===== src/rtl/uart_rx_pkg.sv =====
// Shared types and widths for the UART receive front end.
package uart_rx_pkg;
  typedef enum logic [2:0] {IDLE, START, DATA, STOP, WAIT_HIGH} uart_rx_state_t;
  localparam int DATA_BITS = 8;
  localparam int BIT_IDX_W = 3;
endpackage


===== src/rtl/uart_rx_sync.sv =====
// Two-flop synchronizer; both stages reset high so an idle serial line reads as idle.
module uart_rx_sync #(
  parameter int WIDTH = 1
) (
  input  logic             clk,
  input  logic             reset,
  input  logic [WIDTH-1:0] d,
  output logic [WIDTH-1:0] q
);
  logic [WIDTH-1:0] meta_q;
  logic [WIDTH-1:0] sync_q;

  for (genvar gi = 0; gi < WIDTH; gi++) begin : g_bit
    always_ff @(posedge clk or posedge reset) begin
      if (reset) begin
        meta_q[gi] <= 1'b1;
        sync_q[gi] <= 1'b1;
      end else begin
        meta_q[gi] <= d[gi];
        sync_q[gi] <= meta_q[gi];
      end
    end
  end

  assign q = sync_q;
endmodule


===== src/rtl/uart_rx_frame.sv =====
// UART receive framer: mid-bit sampling of start/8 data/stop, LSB first,
// with a one-entry valid/ready holding register for the completed byte.
module uart_rx_frame
  import uart_rx_pkg::*;
#(
  parameter int CLKS_PER_BIT = 434,
  parameter int HALF_BIT     = CLKS_PER_BIT / 2
) (
  input  logic                 clk,
  input  logic                 reset,
  input  logic                 rx,
  output logic [DATA_BITS-1:0] rx_data,
  output logic                 rx_valid,
  input  logic                 rx_ready,
  output logic [BIT_IDX_W-1:0] bit_idx,
  output logic                 busy,
  output logic                 frame_err,
  output logic                 overrun
);
  localparam int CNT_W = (CLKS_PER_BIT > 1) ? $clog2(CLKS_PER_BIT) : 1;
  localparam logic [CNT_W-1:0] BIT_LAST  = CNT_W'(CLKS_PER_BIT - 1);
  localparam logic [CNT_W-1:0] HALF_LAST = CNT_W'(HALF_BIT - 1);
  localparam logic [BIT_IDX_W-1:0] IDX_LAST = BIT_IDX_W'(DATA_BITS - 1);

  logic rx_s;

  uart_rx_sync #(.WIDTH(1)) u_sync (
    .clk   (clk),
    .reset (reset),
    .d     (rx),
    .q     (rx_s)
  );

  uart_rx_state_t       state_q, state_d;
  logic [CNT_W-1:0]     cnt_q, cnt_d;
  logic [BIT_IDX_W-1:0] bit_idx_q, bit_idx_d;
  logic [DATA_BITS-1:0] shreg_q, shreg_d;
  logic [DATA_BITS-1:0] rx_data_q, rx_data_d;
  logic                 rx_valid_q, rx_valid_d;
  logic                 busy_q, busy_d;
  logic                 frame_err_q, frame_err_d;
  logic                 overrun_q, overrun_d;

  always_comb begin
    state_d     = state_q;
    cnt_d       = cnt_q + 1'b1;
    bit_idx_d   = bit_idx_q;
    shreg_d     = shreg_q;
    rx_data_d   = rx_data_q;
    rx_valid_d  = rx_valid_q;
    frame_err_d = 1'b0;
    overrun_d   = 1'b0;

    // Consumer handshake; a good stop in the same cycle overrides below.
    if (rx_valid_q && rx_ready) rx_valid_d = 1'b0;

    unique case (state_q)
      IDLE: begin
        cnt_d = '0;
        if (!rx_s) state_d = START;
      end
      START: begin
        if (cnt_q == HALF_LAST) begin
          cnt_d = '0;
          if (!rx_s) begin
            state_d   = DATA;
            bit_idx_d = '0;
          end else begin
            state_d = IDLE;
          end
        end
      end
      DATA: begin
        if (cnt_q == BIT_LAST) begin
          cnt_d              = '0;
          shreg_d[bit_idx_q] = rx_s;
          if (bit_idx_q == IDX_LAST) state_d = STOP;
          else bit_idx_d = bit_idx_q + 1'b1;
        end
      end
      STOP: begin
        if (cnt_q == BIT_LAST) begin
          cnt_d = '0;
          if (rx_s) begin
            state_d = IDLE;
            if (!rx_valid_q || rx_ready) begin
              rx_data_d  = shreg_q;
              rx_valid_d = 1'b1;
            end else begin
              overrun_d = 1'b1;
            end
          end else begin
            frame_err_d = 1'b1;
            state_d     = WAIT_HIGH;
          end
        end
      end
      WAIT_HIGH: begin
        // Holding off until the line returns high keeps a break from re-framing.
        cnt_d = '0;
        if (rx_s) state_d = IDLE;
      end
      default: begin
        cnt_d   = '0;
        state_d = IDLE;
      end
    endcase

    busy_d = (state_d != IDLE);
  end

  always_ff @(posedge clk or posedge reset) begin
    if (reset) begin
      state_q     <= IDLE;
      cnt_q       <= '0;
      bit_idx_q   <= '0;
      shreg_q     <= '0;
      rx_data_q   <= '0;
      rx_valid_q  <= 1'b0;
      busy_q      <= 1'b0;
      frame_err_q <= 1'b0;
      overrun_q   <= 1'b0;
    end else begin
      state_q     <= state_d;
      cnt_q       <= cnt_d;
      bit_idx_q   <= bit_idx_d;
      shreg_q     <= shreg_d;
      rx_data_q   <= rx_data_d;
      rx_valid_q  <= rx_valid_d;
      busy_q      <= busy_d;
      frame_err_q <= frame_err_d;
      overrun_q   <= overrun_d;
    end
  end

  assign rx_data   = rx_data_q;
  assign rx_valid  = rx_valid_q;
  assign bit_idx   = bit_idx_q;
  assign busy      = busy_q;
  assign frame_err = frame_err_q;
  assign overrun   = overrun_q;
endmodule


===== config.mk =====
export PLATFORM = sky130hd
export DESIGN_NAME = uart_rx_frame
export DESIGN_NICKNAME = d
export VERILOG_FILES = /design/src/rtl/uart_rx_pkg.sv /design/src/rtl/uart_rx_sync.sv /design/src/rtl/uart_rx_frame.sv
export SDC_FILE = /design/constraint.sdc
export NUM_CORES = 1
export LEC_CHECK = 0
export BUFFER_PORTS_ARGS = -buffer_cell sky130_fd_sc_hd__buf_2
export CORE_ASPECT_RATIO = 1.1
export CORE_MARGIN = 2
export CORE_UTILIZATION = 51
export CTS_CLUSTER_DIAMETER = 200
export DETAILED_ROUTE_END_ITERATION = 6
export HOLD_SLACK_MARGIN = 0.1
export PLACE_DENSITY = 0.76
export SYNTH_ARGS = -nofsm -noshare
export SYNTH_HDL_FRONTEND = slang
export SYNTH_SLANG_ARGS = --single-unit

===== constraint.sdc =====
create_clock -name clk -period 1.6 [get_ports clk]
set_input_delay 0.08 -clock clk [delete_from_list [all_inputs] [get_ports clk]]
set_output_delay 0.08 -clock clk [all_outputs]
set_load 0.02 [all_outputs]

; After elaboration in Yosys (flattened, before gate mapping)
; Cells that the tools add are included.
[totals]
inputBits = 4
out_inout_bits = 15
reg_bits = 37
word_cells = 69
[classes]
n_eq_ne = 11
magnitude_cmp = 2
add_sub_neg = 2
n_reduce_logical = 11
n_mux = 32
[ops]
columns = cell, count
row1 = $mux 3, 11
row2 = $mux 9, 2
row3 = $pmux 9 s2, 1
row4 = $pmux 3 s5, 1
row5 = $mux 1, 13
row6 = $add 9x1->9 const B, 1
row7 = $eq 9x8->1 const B, 1
row8 = $eq 9x9->1 const B, 1
row9 = $bwmux 8, 1
row10 = $ne 2x2->1 const B, 4
row11 = $eq 3x2->1 const B, 2
row12 = $eq 3x3->1 const B, 2
row13 = $pmux 3 s2, 1
row14 = $reduce_and 5->1, 1
row15 = $lt 3x4->1 const B, 1
row16 = $reduce_and 4->1, 1
row17 = $add 3x1->3 const B, 1
row18 = $demux 1 s3, 1
row19 = $eq 3x1->1 const B, 1
row20 = $ge 3x1->1 const B, 1
row21 = $logic_not 3->1, 1
row22 = $reduce_bool 3->1, 1
row23 = $logic_and 1x1->1, 2
row24 = $mux 2, 1
row25 = other kinds (5), 5

; Logic depth before layout (Yosys ltp)
; Gate-level depths: netlist (run 1).
[depth]
word_depth = 6
mapped_depth = 7
mapped_depth_nobuf = 6

; By module
; From an unflattened synthesis (run 1), not the netlist that was laid out.
[unflattened]
hier_cells = 157
hier_area_um2 = 1762.9
[modules_own_cells]
columns = mod, area_per_inst_um2, seq_area_each_um2, cells_each, n_inst
row1 = uart_rx_frame, 1706.6, 875.8, 154, 1
row2 = uart_rx_sync, 56.3, 52.6, 3, 1

; Worst setup path after synthesis (run 1)
; Ideal clock, no wire load.
[synth_timing]
kind = flip-flop to flip-flop
start = reg cnt_q[1]
end = reg rx_data_q[0], in the netlist rx_data[0]
arrival_ns = 1.635
setup_time_ns = 0.125
synth_period_minus_slack_ns = 1.759
stages_incl_launch_ff = 7
n_path_buf = 0
setup_slack_ns = -0.159
t_required_ns = 1.475
path_cell_list = dfrtp_1 inv_1 ha_1 and4bb_4 nand2_4 nor3b_4 mux2_2
[synth_between]
elab_chain_len = 2
[synth_lines]
columns = element, line_no
row1 = "start, declared", uart_rx_frame.sv:35  ; logic [CNT_W-1:0] cnt_q, cnt_d;
row2 = "start signal, assigned", uart_rx_frame.sv:125  ; cnt_q <= cnt_d;
row3 = $eq 9x9->1, uart_rx_frame.sv:82  ; if (cnt_q == BIT_LAST) begin
row4 = $reduce_and 4->1 (no line), -
row5 = "end signal, assigned", uart_rx_frame.sv:128  ; rx_data_q <= rx_data_d;
row6 = "end, declared", uart_rx_frame.sv:38  ; logic [DATA_BITS-1:0] rx_data_q, rx_data_d;
; No other way between the ends.
; A chain may end at the register's enable or synchronous reset.

; Final worst setup path (run 1)
[layout_timing]
start = reg cnt_q[0]
end = reg busy_q, in the netlist busy
[layout_between]
elab_chain_len = 4
elab_cells_between_ends = 7
cone_classes = eq/ne (2) / mux (4) / reduce/logical (1)
[layout_lines]
columns = element, line_no
row1 = $eq 9x9->1 / $eq 9x8->1 (equally long branches), "uart_rx_frame.sv:74, uart_rx_frame.sv:82, uart_rx_frame.sv:63"
row2 = "$mux 3, on equally long branches", "uart_rx_frame.sv:82, uart_rx_frame.sv:74, uart_rx_frame.sv:63"
row3 = $pmux 3 s5 *, uart_rx_frame.sv:57  ; unique case (state_q)
row4 = $reduce_bool 3->1 *, uart_rx_frame.sv:109  ; busy_d = (state_d != IDLE);
row5 = named net busy_d, uart_rx_frame.sv:40  ; logic busy_q, busy_d;
row6 = "end signal, assigned", uart_rx_frame.sv:130  ; busy_q <= busy_d;
row7 = "end, declared", uart_rx_frame.sv:40
; Mark *: on every way through the listed nets, which the timed path passes. The rest lies on a longest branch.

==> reports/results.tsv, run 1 <==
stage	metric	value	unit
global_route	gr-total-overflow	0	
floorplanning	initial_core_util	52.37	%
sta	finalWorstPathRequiredPeriod	1.719	ns
finish	antenna_cells_inserted	0	
drt	wl_per_cell	15.98	µm
floorplanning	boundaryPins	19	
min_path	holdPathStages	0	
global_route	grt_use_total	21.47	%
status	failed_checks	negative setup slack	
clock_network	cts-buffers-inserted	5	
synthesis	synth-seq-area-share	54.12	%
synthesis	async_reset_ff_share	100.0	%
drt	finalWirelength	3.756	mm
synthesis	ys_top_cells_by_area	dfrtp_1 (51%), mux2_2 (11%), ha_1 (3.6%), nor2_1 (3.3%), dfstp_2 (3.1%)	
global_route	grt_pass1_vias	1342	
floorplanning	die_height	64.83	µm
synthesis	synth.ff_latch_count	37	
drt	post-route-drc-count	0	
run	max_cap_viol_count	0	
worst_setup_path	worst-endpoint-arrival	1.93	ns
placed_design	preCtsSetupSlack	-0.1290	ns
placed_design	port_buffers	18	
floorplanning	placementRows	22	
worst_setup_path	timing.critical_path.required	1.81	ns
finish	layout.cells.most_common	dfrtp_1	
placed_design	dp_hpwl	2.395	mm
worst_setup_path	rrSetupSlack	-0.12	ns
finish	filler_cell_count	235	
synthesis	post_synth_design_cell_area	1715	µm²
worst_setup_path	worst-path-max-fanout	3	
power_and_ir_drop	ir_drop	0.4240	mV
finish	syn2layout_area_growth	32.82	%
global_route	global_route_wire_length_before_repair	6.099	mm
finish	final_core_utilization	69.56	%
floorplanning	die_area	3844	µm²
sta	finalHoldViolCount	0	
synthesis	synth.avg_cell_area	11.83	µm²
synthesis	mapped_nets	154	
sta	rsz0062_at_grt	yes	
finish	sequential_cell_area	930.9	µm²
drt	first_pass_iters	4	
drt	route.antenna.remaining_nets	0	
drt	routed-via-count	1323	
power_and_ir_drop	post-layout-total-power	1493	µW
sta	worst_slack	-0.1190	ns
power_and_ir_drop	p_leak	0.001113	µW
clock_network	cts.reportedPaths.clkPinSlew	0.10	ns
clock_network	clockBufferDepth	2	
clock_network	cts_max_level	2	
min_path	worstHoldPathType	reg -> reg	
finish	final_layout_size_suffix_gt1_share	48.74	%
worst_setup_path	critPathLaunchType	flip-flop	
global_route	antenna_found_initial	0	
synthesis	yosysUniqueCellTypes	38	
finish	multiInputGateArea	868.3	µm²
sta	finalSetupViolations	30	
worst_setup_path	critPathCaptureType	flip-flop	
worst_setup_path	timing.setup.critical_path_class	reg -> reg	
synthesis	synthDominantAreaCellType	dfrtp_1	
synthesis	synth-edff-count	0	
clock_network	tritoncts	done	
sta	clock-skew-final	0.005170	ns
placed_design	gp_congestion	0.8414	
global_route	grt_start_max_net_pins	38	
sta	final-max-slew-violation-count	0	
clock_network	insertion_delay	0.34	ns
status	run_status	finished with violations	
finish	final_nets	207	
finish	layout.cells.most_common_list	dfrtp_1 (33), buf_4 (24), buf_2 (18), nor2_1 (13)	
drt	initialDrtViolationCount	44	
floorplanning	chipWidth	59.30	µm
sta	max_freq	581.7	MHz
floorplanning	core-area	3276	µm²
sta	portion_of_the_clock_cycle_consumed_by_the_worst_path_in_the_final_layout	107.4	%
sta	timing_worst_slew_pin_value	0.4631	ns
synthesis	yosys_warning_count	0	
power_and_ir_drop	cellPowerDensity	655.4	nW/µm²
synthesis	synth_top_flop_cell	dfrtp_1	
clock_network	ctsRootBufferMaster	clkbuf_4	
synthesis	synth_top_cell_area_share	51.06	%
synthesis	postSynthCellCount	145	
sta	slew_headroom	69.12	%
clock_network	numClockSinks	37	
worst_setup_path	r2r.worst_path.cells	7	
drt	post_drt_via_cell_ratio	5.630	
-- where the power goes --
part	total [µW]	internal, µW	leakage [µW]	switching (µW)
registers	940	939	0.000487	1.20
clock network	514	217	0.0000326	297
logic	38.7	12.5	0.000594	26.2
total	1490	1170	0.00111	325
-- final cells by class --
cell class / instances / area share, %
sequential: 37 / 40.86
multi-input combinational: 98 / 38.11
timing repair buffer: 48 / 15.05
clock buffer: 8 / 2.581
tap: 36 / 1.977
inverter: 8 / 1.428
-- stage by stage --
step           area (µm²)  TNS, ns  instances  hold slack, ns
5_1_grt              2278   -3.913        235          0.3708
3_3_place_gp         2046   -1.071        221          0.1871
2_1_floorplan        1729   -1.724        145         0.08448
4_1_cts              2225   -1.484        234          0.3655
6_report             2278   -2.009        235          0.3643
3_5_place_dp         2046   -1.877        221          0.1931
-- path summary, 6_finish.rpt --
check / endpoint / startpoint
worst min-delay path: u_sync.q / u_sync.meta_q
max in group asynchronous: u_sync.q / reset
min in group asynchronous: cnt_q[1] / reset
worst min register to register: u_sync.q / u_sync.meta_q
worst max-delay path: busy / cnt_q[0]
worst max register to register: busy / cnt_q[0]
-- sequential cells by signal, summed over array words and instances, names as in the netlist --
signal and count:
shreg_q 8, u_sync.meta_q 1, bit_idx 3, state_q 3
rx_valid 1, overrun 1, rx_data 8, busy 1
u_sync.q 1, frame_err 1, cnt_q 9
-- worst max-delay path: stages, from the launching register on --
cell and delay (ns):
dfrtp_1 0.45, buf_6 0.15, inv_4 0.05, ha_4 0.12
and4b_2 0.27, nand3_2 0.11, a211oi_2 0.31, o211ai_1 0.14
-- synth_stat cells (2+ instances only) --
cell type,count
nand4_1,7
a21oi_1,3
nand2_1,2
nor2_1,15
nor2b_1,3
xor2_1,2
nor3_1,3
inv_1,8
dfrtp_1,35
and3_2,2
clkbuf_1,2
ha_1,5
o21ai_0,3
mux2_2,16
a211oi_1,2
dfstp_2,2
nand3_1,9
xnor2_1,5
and3_1,2
-- logic make-up (layout without fill, tap and decap cells) --
kind of cell,count (synthesis),after routing,share of synthesized area (%)
AND/OR/NAND/NOR,56,56,20.35
flip-flops,37,37,54.12
multiplexers,17,17,11.09
AO/OA/AOI/OAI,12,13,4.595
buffers and inverters,11,64,2.626
XOR/XNOR,7,7,3.574
adder cells (fa/ha/maj),5,5,3.647
-- metal layers --
layer / vias to the layer above / share of wire [%] / track usage [%]
met5: - / 0 / 0
met4: 0 / 1.9 / 7.102
met3: 7 / 4.0 / 6.387
met2: 35 / 53 / 37.09
met1: 661 / 41 / 24.87
li1: 620 / - / -
-- what timing repair did --
action,4_1_cts,5_1_grt
hold buffers,3,0
setup endpoints to repair,29,29
setup buffers,2,2
hold endpoints to repair,38,0
gates resized for setup,18,13
cloned,1,0
pin swaps,5,12
Note: power is estimated with default switching activity, not from simulation.
==> run 2: changes to the inputs <==
Settings changed: ABC_AREA set to 1, CORE_UTILIZATION 51 to 52, PLACE_DENSITY 0.76 to 0.77.
==> run 2 against run 1 <==
  * The flow now finishes without violations
  * Routed wire length is 14% lower
  * Sequential share of layout area rose by 3.3 points
  * Die area increased by 1.0%
  * Via count up 4.6%
  * Largest cell class unchanged
  * Sequential power about the same
  * Utilization fell by 5.8 points
  * First-iteration DRC count fell by 6.8%
==> reports/results.tsv, run 2 <==
stage	metric	value	unit	change
worst_setup_path	critical_path.cell_chain	inv_2 > ha_4 > nand2_2 > nor2_2 > nand2_2 > nor2_4 > nand3_1 > nand2_1 > o21ai_1		
finish	final_nets	245		+18%
power_and_ir_drop	switchingPower	354.5	µW	+9.2%
finish	layout.cells.most_common_list	nand2_1 (46), dfrtp_1 (34), inv_1 (33), nor2_1 (20), buf_2 (18)		
synthesis	async_reset_ff_share	100.0	%	unchanged
synthesis	post_synth_design_cell_area	1768	µm²	+3.1%
clock_network	insertion_delay	0.36	ns	+0.02 ns
sta	hold-worst-slack	0.3529	ns	-0.01134 ns
clock_network	cts-buffers-inserted	5		unchanged
global_route	global_route_wire_length_before_repair	5.375	mm	-12%
clock_network	numClockSinks	37		unchanged
sta	final-max-slew-violation-count	0		unchanged
worst_setup_path	r2r.worst_path.cells	9		+2
finish	fin_area	2105	µm²	-7.6%
floorplanning	chipWidth	59.60	µm	+0.51%
finish	filler_cell_count	283		+20%
finish	final_core_utilization	63.71	%	-5.8 points
floorplanning	core-area	3303	µm²	+0.84%
finish	max_ffs_per_register	9		unchanged
worst_setup_path	regToRegEndpoint	shreg_q[1]		
worst_setup_path	critPathCaptureType	flip-flop		
drt	wl_per_cell	11.84	µm	-26%
floorplanning	boundaryPins	19		unchanged
global_route	gr-total-overflow	0		unchanged
sta	rsz0062_at_grt	yes		
worst_setup_path	critical_path.reg2reg.startpoint	cnt_q[1]		
clock_network	ctsRootBufferMaster	clkbuf_4		
finish	layout.cells.most_common	nand2_1		
worst_setup_path	worst-endpoint-arrival	1.82	ns	-0.11 ns
drt	post-route-drc-count	0		unchanged
floorplanning	die_height	65.16	µm	+0.51%
worst_setup_path	critPathMaxStageDelay	0.42	ns	-0.03 ns
drt	route.antenna.remaining_nets	0		unchanged
worst_setup_path	timing.critical_path.required	1.84	ns	+0.03 ns
sta	finalHoldViolCount	0		unchanged
synthesis	ys_top_cells_by_area	dfrtp_1 (50%), nand2_1 (10%), inv_1 (7.2%), nor2_1 (4.7%), nand3_1 (4.0%)		
finish	final_layout_size_suffix_gt1_share	29.11	%	-20 points
placed_design	dp_hpwl	2.209	mm	-7.8%
synthesis	postSynthCellCount	205		+41%
synthesis	mapped_nets	214		+39%
drt	post_drt_via_cell_ratio	5.070		-10%
placed_design	gp_congestion	0.7858		-6.6%
sta	max_freq	633.8	MHz	+8.9%
synthesis	synth-edff-count	0		unchanged
sta	finalSetupViolations	0		-100%
sta	clock-skew-final	0.01171	ns	+0.006544 ns
power_and_ir_drop	clock_power_share	40.2	%	+5.8 points
global_route	grt_start_max_net_pins	38		unchanged
sta	slew_headroom	70.19	%	+1.1 points
finish	layout.cells.non_filler	273		+16%
sta	portion_of_the_clock_cycle_consumed_by_the_worst_path_in_the_final_layout	98.62	%	-8.8 points
synthesis	synth.ff_latch_count	37		unchanged
clock_network	tritoncts	done		
drt	finalWirelength	3.232	mm	-14%
drt	initialDrtViolationCount	41		-6.8%
worst_setup_path	worst_setup_path_endpoint	shreg_q[1]		
min_path	worstHoldPathType	in -> async		
global_route	grt_pass1_vias	1260		-6.1%
drt	routed-via-count	1384		+4.6%
synthesis	synth-seq-area-share	52.51	%	-1.6 points
clock_network	cts.reportedPaths.clkPinSlew	0.12	ns	+0.02 ns
worst_setup_path	critical-path-top-cell-by-count	nand2_2		
power_and_ir_drop	power.share.combinational	2.1	%	-0.5 points
power_and_ir_drop	ir_drop	0.7879	mV	+86%
drt	first_pass_iters	4		unchanged
placed_design	port_buffers	18		unchanged
finish	register_containing_the_most_flip_flops_in_the_final_layout	cnt_q		
run	max_cap_viol_count	0		unchanged
sta	finalWorstPathRequiredPeriod	1.578	ns	-0.1411 ns
global_route	antenna_found_initial	0		unchanged
synthesis	synth.most_common_cell	nand2_1		
synthesis	synth.avg_cell_area	8.624	µm²	-27%
synthesis	yosysUniqueCellTypes	23		-39%
synthesis	synth_top_cell_area_share	49.54	%	-1.5 points
worst_setup_path	critical-path-slowest-cell	dfrtp_1		
synthesis	yosys_warning_count	0		unchanged
worst_setup_path	timing.critical_path.from	cnt_q[1]		
finish	syn2layout_area_growth	19.04	%	
floorplanning	initial_core_util	53.52	%	+1.2 points
floorplanning	die_area	3883	µm²	+1.0%
placed_design	place_area	1907	µm²	-6.8%
floorplanning	placementRows	22		unchanged
worst_setup_path	rrSetupSlack	0.02	ns	+0.14 ns
power_and_ir_drop	sequentialPowerShare	57.7	%	-5.3 points
placed_design	placed_cells	260		+18%
worst_setup_path	timing.setup.critical_path_class	reg -> reg		
worst_setup_path	worst-path-max-fanout	8		+5
synthesis	synth_top_flop_cell	dfrtp_1		
synthesis	synthDominantAreaCellType	dfrtp_1		
synthesis	commonest_cells_in_the_synthesized_netlist	nand2_1 (49), dfrtp_1 (35), inv_1 (34)		
worst_setup_path	critPathLaunchType	flip-flop		
power_and_ir_drop	switching_share	21.69	%	-0.049 points
global_route	grt_use_total	18.46	%	-3.0 points
sta	timing_worst_slew_pin_value	0.4472	ns	-0.01594 ns
power_and_ir_drop	internal-power	1280	µW	+9.5%
power_and_ir_drop	p_leak	0.001049	µW	-5.8%
clock_network	clockBufferDepth	2		unchanged
power_and_ir_drop	cellPowerDensity	776.7	nW/µm²	+19%
status	run_status	finished clean		
finish	antenna_cells_inserted	0		unchanged
clock_network	cts_max_level	2		unchanged
==> run 2: cell count changes after synthesis, sizes merged, moves of 5 or more <==
cell   before  now
o21ai       3   16
nand2       3   54
nor2       15   25
nand3       9   14
mux2       16    0
inv         8   36
==> run 2: logic make-up (layout without fill, tap and decap cells) <==
| group | Yosys count | after routing | share of synthesized area [%] |
|---|---|---|---|
| AO/OA/AOI/OAI | 19 | 19 | 7.077 |
| XOR/XNOR | 3 | 3 | 1.486 |
| adder cells (fa/ha/maj) | 5 | 5 | 3.539 |
| buffers and inverters | 37 | 69 | 8.280 |
| flip-flops | 37 | 37 | 52.51 |
| AND/OR/NAND/NOR | 104 | 104 | 27.11 |
==> run 2: power groups by stage <==
stage / Sequential (µW) / Clock, µW / Combinational [µW]
2_1_floorplan: 960 / 0 / 18.3
3_3_place_gp: 960 / 0 / 29.4
3_5_place_dp: 960 / 0 / 29.9
4_1_cts: 943 / 673 / 35.5
5_1_grt: 943 / 715 / 40.6
6_report: 942 / 658 / 34.3
==> run 2: what timing repair did <==
item,in CTS,in global routing
endpoints found under the setup margin,1,16
hold endpoints to repair,38,0
cloned,0,0
pin swaps,1,8
hold buffers,3,0
resized for setup,2,16
setup buffers,0,2
==> run 2: how the worst min path moves through the flow <==
stage               start       endpoint  slack (ns)  cells past startpoint
detailed placement     rx  u_sync.meta_q        0.19                      1
finish              reset        overrun        0.35                      4
global route           rx  u_sync.meta_q        0.35                      2
floorplan              rx  u_sync.meta_q        0.08                      0
CTS                    rx  u_sync.meta_q        0.34                      2
global placement       rx  u_sync.meta_q        0.18                      1
==> run 2: through the flow <==
step	total power, µW	TNS (ns)	setup slack, ns
after global placement	989.8	0	0.1093
after global routing	1699	-0.3536	-0.04940
after detailed placement	990.3	0	0.005072
final	1635	0	0.02214
after floorplan	978.0	0	0.2154
after CTS	1651	0	0.007218
==> run 2: routing by layer <==
layer / routed length [µm] / track usage (%) / up-vias
li1: - / - / 700
met1: 1466 / 23.57 / 646
met2: 1520 / 28.71 / 31
met3: 173 / 5.512 / 7
met4: 71 / 8.333 / 0
met5: 0 / 0 / -
==> run 2: layout make-up <==
| class | count | area [µm²] | share of cell area (%) |
|---|---|---|---|
| flip-flops and latches | 37 | 929.6 | 44.17 |
| multi-input cells | 131 | 760.7 | 36.15 |
| inverters | 36 | 135.1 | 6.421 |
| well taps | 36 | 45.04 | 2.140 |
| repair buffers | 25 | 150.1 | 7.134 |
| clock inverters | 3 | 46.29 | 2.200 |
| clock buffers | 5 | 37.54 | 1.784 |
==> run 2: critical path: cells and delay by family, from the launching register on <==
kind | cells | cell delay [ns]
compound gates | 1 | 0.06
fa+ha+maj | 1 | 0.14
buf+inv | 1 | 0.10
flops | 1 | 0.42
simple gates | 6 | 0.76
